--- config.mk ---
export PLATFORM = sky130hd
export DESIGN_NAME = mem_arbiter
export DESIGN_NICKNAME = d
export VERILOG_FILES = /design/src/rtl/mem_arbiter.sv
export SDC_FILE = /design/constraint.sdc
export NUM_CORES = 1
export LEC_CHECK = 0
export ABC_AREA = 0
export BUFFER_PORTS_ARGS = -buffer_cell sky130_fd_sc_hd__buf_2
export CAP_MARGIN = 5
export CELL_PAD_IN_SITES_DETAIL_PLACEMENT = 1
export CELL_PAD_IN_SITES_GLOBAL_PLACEMENT = 1
export CORE_UTILIZATION = 33
export DETAILED_ROUTE_END_ITERATION = 12
export GPL_TIMING_DRIVEN = 0
export PLACE_DENSITY = 0.87
export SLEW_MARGIN = 15
export SYNTH_ARGS = -nofsm -noshare
export SYNTH_HDL_FRONTEND = slang
export SYNTH_SLANG_ARGS = --single-unit
--- constraint.sdc ---
create_clock -name clock -period 5.2 [get_ports clock]
set_input_delay 0.26 -clock clock [delete_from_list [all_inputs] [get_ports clock]]
set_output_delay 0.26 -clock clock [all_outputs]
set_load 0.01 [all_outputs]
--- src/rtl/mem_arbiter.sv ---
`default_nettype none
`timescale 1ns/1ps
// +--------------------------------------------------------------------------+
// | mem_arbiter: round-robin fetch/data arbiter with BRAM/print/CLINT decode  |
// | Rev 1.0                                                                  |
// +--------------------------------------------------------------------------+
module mem_arbiter #(
  parameter logic [31:0] bram_base_addr  = 32'h0000_0000,
  parameter logic [31:0] bram_top_addr   = 32'h0010_0000,
  parameter logic [31:0] print_base_addr = 32'h0100_0000,
  parameter logic [31:0] print_top_addr  = 32'h0100_0004,
  parameter logic [31:0] clint_base_addr = 32'h0200_0000,
  parameter logic [31:0] clint_top_addr  = 32'h0200_C000
) (
  input  logic        clock,
  input  logic        reset,
  input  logic        imem_valid,
  input  logic [31:0] imem_addr,
  output logic [31:0] imem_rdata,
  output logic        imem_ready,
  output logic        imem_error,
  input  logic        dmem_valid,
  input  logic [31:0] dmem_addr,
  input  logic [31:0] dmem_wdata,
  input  logic [3:0]  dmem_wstrb,
  output logic [31:0] dmem_rdata,
  output logic        dmem_ready,
  output logic        dmem_error,
  output logic        mem_instr,
  output logic [31:0] mem_addr,
  output logic [31:0] mem_wdata,
  output logic [3:0]  mem_wstrb,
  output logic        bram_valid,
  output logic        print_valid,
  output logic        clint_valid,
  input  logic [31:0] bram_rdata,
  input  logic [31:0] print_rdata,
  input  logic [31:0] clint_rdata,
  input  logic        bram_ready,
  input  logic        print_ready,
  input  logic        clint_ready
);

  typedef enum logic [1:0] {
    IDLE = 2'd0,
    WAIT = 2'd1,
    RESP = 2'd2
  } state_t;

  state_t      state;
  state_t      state_next;
  logic        last_instr;
  logic        any_valid;
  logic        grant_instr;
  logic [31:0] grant_addr;
  logic        hit_bram;
  logic        hit_print;
  logic        hit_clint;
  logic        hit_any;
  logic        sel_ready;
  logic [31:0] sel_rdata;

  // Window test as (addr - base) < size: one unsigned compare, wraps below base.
  always_comb begin
    any_valid   = imem_valid | dmem_valid;
    grant_instr = imem_valid & (~dmem_valid | ~last_instr);
    grant_addr  = grant_instr ? imem_addr : dmem_addr;
    hit_bram    = (grant_addr - bram_base_addr) < (bram_top_addr - bram_base_addr);
    hit_print   = !hit_bram &&
                  ((grant_addr - print_base_addr) < (print_top_addr - print_base_addr));
    hit_clint   = !hit_bram && !hit_print &&
                  ((grant_addr - clint_base_addr) < (clint_top_addr - clint_base_addr));
    hit_any     = hit_bram | hit_print | hit_clint;
  end

  always_comb begin
    sel_ready = 1'b0;
    sel_rdata = 32'h0;
    if (bram_valid) begin
      sel_ready = bram_ready;
      sel_rdata = bram_rdata;
    end else if (print_valid) begin
      sel_ready = print_ready;
      sel_rdata = print_rdata;
    end else if (clint_valid) begin
      sel_ready = clint_ready;
      sel_rdata = clint_rdata;
    end
  end

  always_comb begin
    state_next = state;
    case (state)
      IDLE: begin
        if (any_valid) begin
          state_next = hit_any ? WAIT : RESP;
        end
      end
      WAIT: begin
        if (sel_ready) begin
          state_next = RESP;
        end
      end
      RESP:    state_next = IDLE;
      default: state_next = IDLE;
    endcase
  end

  always_ff @(posedge clock) begin
    if (!reset) begin
      state <= IDLE;
    end else begin
      state <= state_next;
    end
  end

  always_ff @(posedge clock) begin
    if (!reset) begin
      last_instr  <= 1'b1;
      mem_instr   <= 1'b0;
      mem_addr    <= 32'h0;
      mem_wdata   <= 32'h0;
      mem_wstrb   <= 4'h0;
      bram_valid  <= 1'b0;
      print_valid <= 1'b0;
      clint_valid <= 1'b0;
      imem_ready  <= 1'b0;
      imem_rdata  <= 32'h0;
      imem_error  <= 1'b0;
      dmem_ready  <= 1'b0;
      dmem_rdata  <= 32'h0;
      dmem_error  <= 1'b0;
    end else begin
      case (state)
        IDLE: begin
          if (any_valid) begin
            last_instr  <= grant_instr;
            mem_instr   <= grant_instr;
            mem_addr    <= grant_addr;
            mem_wdata   <= grant_instr ? 32'h0 : dmem_wdata;
            mem_wstrb   <= grant_instr ? 4'h0 : dmem_wstrb;
            bram_valid  <= hit_bram;
            print_valid <= hit_print;
            clint_valid <= hit_clint;
            // Unmapped: answer directly with error and zero data.
            if (!hit_any) begin
              imem_ready <= grant_instr;
              imem_error <= grant_instr;
              imem_rdata <= 32'h0;
              dmem_ready <= !grant_instr;
              dmem_error <= !grant_instr;
              dmem_rdata <= 32'h0;
            end
          end
        end
        WAIT: begin
          if (sel_ready) begin
            bram_valid  <= 1'b0;
            print_valid <= 1'b0;
            clint_valid <= 1'b0;
            imem_ready  <= mem_instr;
            imem_error  <= 1'b0;
            imem_rdata  <= mem_instr ? sel_rdata : 32'h0;
            dmem_ready  <= !mem_instr;
            dmem_error  <= 1'b0;
            dmem_rdata  <= mem_instr ? 32'h0 : sel_rdata;
          end
        end
        default: begin
          imem_ready <= 1'b0;
          imem_rdata <= 32'h0;
          imem_error <= 1'b0;
          dmem_ready <= 1'b0;
          dmem_rdata <= 32'h0;
          dmem_error <= 1'b0;
        end
      endcase
    end
  end

endmodule
`default_nettype wire

[Word level (Yosys, flattened, before mapping)]
Index checks and enable logic that the tools add are counted.
Widths: inputs -> output; s select.
Operators by class
  reduce and logical (&&, ||, !) cells: 13
  $add $sub $neg: 2
  muxes and demuxes: 38
  bitwise gates (word level): 7
  $lt $le $gt $ge: 3
  eq/ne operators: 4
Operator list (number)
  $mux 32: 11
  $pmux 32 s2: 2
  $lt 32x16->1 const B: 1
  $lt 32x21->1 const B: 1
  $lt 32x3->1 const B: 1
  $sub 32x25->32 const B: 1
  $sub 32x26->32 const B: 1
  $pmux 1 s2: 7
  $mux 1: 13
  $mux 2: 3
  $ne 2x2->1 const B: 3
  $reduce_and 3->1: 2
  $logic_not 1->1: 4
  $mux 4: 1
  $or 1x1->1: 4
  $pmux 2 s2: 1
  $reduce_and 2->1: 2
  $logic_and 1x1->1: 3
  $eq 2x1->1 const B: 1
  $logic_not 2->1: 1
  $not 1->1: 2
  $reduce_bool 2->1: 1
  $and 1x1->1: 1
Storage, ports and cells
  flip-flop bits (word level): 143
  logic and storage cells: 82
  input bits: 203

[Depth between registers and ports, before layout]
  depth after elaboration: 14
  depth in mapped cells: 12
  mapped depth without buffers: 9

[Worst setup path before layout]
Ideal clock, no wire load.
  path kind: register to register
  from: reg last_instr
  to: reg imem_rdata[15]
  stages on the path, launching flop included: 13
  path slack: 2.565 ns
  buffers on the path: 3
  arrival time: 2.567 ns
  required time: 5.133 ns
  library setup time: 0.067 ns
  cell sequence: dfxtp_1 > a21bo_2 > clkbuf_1 > mux2i_1 > ha_1 > nand2_1 > a2111oi_0 > or2_2 > o2111ai_1 > o221a_4 > buf_6 > buf_6 > o21ai_2
On the way
  longest elaborated chain between the ends: 13
RTL lines
  start, declared: line 52  | logic last_instr;
  start signal, assigned: line 137  | last_instr <= grant_instr;
  $not 1->1 *: line 66  | grant_instr = imem_valid & (~dmem_valid | ~last_instr);
  $or 1x1->1 *: line 66
  $and 1x1->1 *: line 66
  $mux 32 *: line 67  | grant_addr = grant_instr ? imem_addr : dmem_addr;
  $sub 32x25->32 / $lt 32x21->1 (equally long branches): line 70, 68
  $lt 32x3->1 / $logic_not 1->1 (equally long branches): line 70, 69, 71
  $logic_and 1x1->1: line 69  | hit_print = !hit_bram &&
  $logic_not 1->1: line 71  | hit_clint = !hit_bram && !hit_print &&
  $logic_and 1x1->1 (2 in a row): line 71
  $or 1x1->1 *: line 73  | hit_any = hit_bram | hit_print | hit_clint;
  $ne 2x2->1 (no source line) *
  $reduce_and 3->1 (no source line) *
  end signal, assigned: line 163  | imem_rdata <= mem_instr ? sel_rdata : 32'h0;
  end, declared: line 19  | output logic [31:0] imem_rdata,
Every way passes the cells marked *; elsewhere a longest branch is shown, timed or not.
A chain may end at the register's enable or synchronous reset.

[Final worst setup path]
  from: reg last_instr
  to: reg dmem_rdata[15]
On the way
  longest elaborated chain between the ends: 13
RTL lines
  $not 1->1 *: line 66
  $or 1x1->1 *: line 66
  $and 1x1->1 *: line 66
  $mux 32 *: line 67
  $sub 32x25->32 / $lt 32x21->1 (equally long branches): line 70, 68
  $lt 32x3->1 / $logic_not 1->1 (equally long branches): line 70, 69, 71
  $logic_and 1x1->1: line 69
  $logic_not 1->1: line 71
  $logic_and 1x1->1 (2 in a row): line 71
  $or 1x1->1 *: line 73
  $ne 2x2->1 (no source line) *
  $reduce_and 3->1 (no source line) *
  end signal, assigned: line 166  | dmem_rdata <= mem_instr ? 32'h0 : sel_rdata;
  end, declared: line 26  | output logic [31:0] dmem_rdata,
Marked as above.

==> flow_metrics.py <==
metrics = {
    "yosys": {
        "synth_area_leaders": "dfxtp_1, nand2_1, nor2_1, o21ai_0, a221o_1",
        "synth_cells": 829,
        "syn_area_mm2": 0.00638,
        "yosys_warnings": 0,
        "synth.net_count": 1033,
        "synth.ff_latch_count": 143,
        "ys_seq_area_share_pct": 44.9,
        "synth_top_area_cell": "dfxtp_1",
        "ys_types": 41,
        "synth_top_area_share_pct": 44.9,
        "avgSynthCellArea_um2": 7.69,
    },
    "min_path": {
        "hold_class": "in2reg",
    },
    "cts": {
        "cts_tree": "built",
        "postCtsHoldBufs": 0,
        "clock_sinks": 143,
        "cts.clk_slew.worst_paths_ns": 0.08,
        "cts_inserted_buffers": 17,
        "cts_setup_buffers": 0,
        "cts_root_buf": "clkbuf_16",
        "clk_path_buf_depth": 2,
        "htreeDepth": 4,
        "cts_resized": 0,
        "worst_skew_pair.late_latency_ns": 0.44,
    },
    "floorplanning": {
        "coreArea_mm2": 0.0188,
        "die-area_mm2": 0.0199,
        "die_y_um": 141,
        "num_io_pins": 343,
        "dieWidth_um": 141,
        "start_util_pct": 33.9,
        "rows": 50,
    },
    "critical_path": {
        "arrival_ns": 3.71,
        "rrSetupSlack_ns": 1.81,
        "critPathKind": "reg2reg",
        "worstPathMaxFanout": 10,
        "cp-start-kind": "register",
        "endpoint_kind": "register",
        "required_ns": 5.51,
    },
    "timing": {
        "tns_ns": 0,
        "slew_viol_final": 0,
        "max_freq_mhz": 295,
        "setup_ws_ns": 1.81,
        "rsz0062_at_grt": "false",
        "setup_viol": 0,
        "fin_crit_ns": 3.39,
        "fin_skew_ns": 0.0140,
        "worst_pin_slew_ns": 0.695,
        "timing.slew.headroom_pct": 53.7,
        "finalHoldViolCount": 0,
        "fin_crit_sh_pct": 65.2,
    },
    "routing": {
        "vias": 7661,
        "drc": 0,
        "routed_wl_um": 28300,
        "wl_per_cell_um": 19.3,
        "dr.pass1.iters": 4,
        "drt_iter0_markers": 273,
        "drtAntennaViolNets": 0,
        "viasPerCell": 5.23,
    },
    "pwr": {
        "leakage_nw": 3.98,
        "p_per_area_mw_per_mm2": 319,
        "ir_drop_v": 0.000227,
    },
    "place": {
        "dp_hpwl_um": 22100,
        "pre_cts_ws_ns": 1.78,
        "gp_routability_congestion": 0.858,
        "portBuffers": 341,
        "placed_cells": 1430,
    },
    "final_layout": {
        "fill_cells": 2486,
        "areaGrowthSynthToFinish_pct": 41.5,
        "stdcell_count": 1464,
        "layout.nets": 1393,
        "drive_above_1_share_pct": 32.9,
    },
    "job": {
        "maxCapViolCount": 0,
    },
    "global_route": {
        "antenna_found_initial": 3,
        "first_global_vias": 7800,
        "grt_max_degree": 19,
        "grt_pass1_wl_um": 42600,
        "track_usage_pct": 28.4,
        "gr-total-overflow": 0,
    },
    "run_status": {
        "outcome": "finished, final reports clean",
    },
}
[stage by stage]
stage               area [um2]  hold WS (ns)  util [%]  total power, mW
CTS                       9020        0.0417      47.9             2.90
floorplan                 6380         0.408         -             1.42
global route              9020        0.0524      47.9             2.99
global placement          8410         0.441      44.7             1.63
finish                    9020        0.0473      47.9             2.88
detailed placement        8410         0.449      44.7             1.64
[worst paths after layout]
kind,depth (start not counted),endpoint,startpoint
min reg2reg,2,dmem_rdata[1],dmem_rdata[1]
min,3,mem_wdata[7],dmem_wdata[7]
max reg2reg,11,dmem_rdata[15],last_instr
max,11,dmem_rdata[15],last_instr
[cell families after synthesis]
family	Yosys count	share of synthesized area, %
AOI/OAI and AO/OA	220	24.8
DFF	143	44.9
adders and majority gates	1	0.196
muxes	8	1.28
xor gates and xnor gates	2	0.275
buffers and inverters	77	4.81
and+or+nand+nor	378	23.7
[synthesized netlist by cell type, drive strengths merged]
cell and instances:
a2111oi 2, a211oi 3, a21bo 1, a21boi 1
a21oi 4, a221o 33, a22oi 37, a2bb2oi 2
a311oi 29, a31oi 3, and3 1, buf 4
clkbuf 70, dfxtp 143, ha 1, inv 3
mux2 1, mux2i 7, nand2 201, nand2b 1
nand3 7, nand3b 1, nand4 3, nand4b 1
nor2 140, nor2b 2, nor3 6, nor4 8
nor4b 2, o2111ai 1, o21ai 101, o221a 1
o31ai 1, o32ai 1, or2 2, or3 1
or4 2, xor2 2
[registers in the layout (all words and copies together) (netlist names)]
signal,cells
bram_valid,1
clint_valid,1
dmem_error,1
dmem_rdata,32
dmem_ready,1
imem_error,1
imem_rdata,32
imem_ready,1
last_instr,1
mem_addr,32
mem_instr,1
mem_wdata,32
mem_wstrb,4
print_valid,1
state,2
[layout make-up]
| type | count | area, um2 | share of cell area, % |
|---|---|---|---|
| multi-input combinational | 609 | 3210 | 35.6 |
| sequential | 143 | 2860 | 31.7 |
| timing repair buffer | 341 | 1710 | 18.9 |
| clock buffer | 17 | 425 | 4.72 |
| tap | 260 | 325 | 3.61 |
| buffer | 74 | 295 | 3.27 |
| clock inverter | 15 | 183 | 2.02 |
| inverter | 3 | 11.3 | 0.125 |
| antenna | 2 | 5.00 | 0.0555 |
[report_power, final]
group	total, mW	internal [mW]	switching, mW
combinational	0.441	0.168	0.273
sequential	1.18	1.15	0.0318
clock	1.25	0.653	0.601
total	2.88	1.97	0.906
[cell usage in the layout (no fill, tap or decap), types with 4 or more instances in the layout]
| master | instances |
|---|---|
| buf_2 | 343 |
| nand2_1 | 201 |
| dfxtp_1 | 143 |
| nor2_1 | 140 |
| o21ai_0 | 90 |
| clkbuf_1 | 70 |
| a22oi_1 | 37 |
| a221o_1 | 33 |
| a311oi_1 | 29 |
| clkbuf_16 | 17 |
| o21ai_2 | 10 |
| nor4_1 | 8 |
| mux2i_1 | 7 |
| nand3_1 | 7 |
| nor3_1 | 6 |
| inv_8 | 6 |
| clkinv_8 | 5 |
| a21oi_1 | 4 |
[metal layers]
| layer | GRT usage [%] | share of wire, % |
|---|---|---|
| met5 | 0 | 0.046 |
| met1 | 30.6 | 39 |
| met4 | 13.5 | 3.5 |
| met2 | 51.6 | 51 |
| met3 | 7.17 | 6.8 |
[worst max-delay path, stage by stage, from the launching register on]
cell	delay (ns)
dfxtp_1	0.37
a21bo_2	0.19
clkbuf_1	0.43
mux2i_1	0.20
ha_1	0.33
nand2_1	0.05
a2111oi_0	0.35
or2_2	0.18
o2111ai_1	0.23
o221a_4	0.40
clkbuf_1	0.21
o21ai_0	0.33
(Power assumes the default switching activity.)
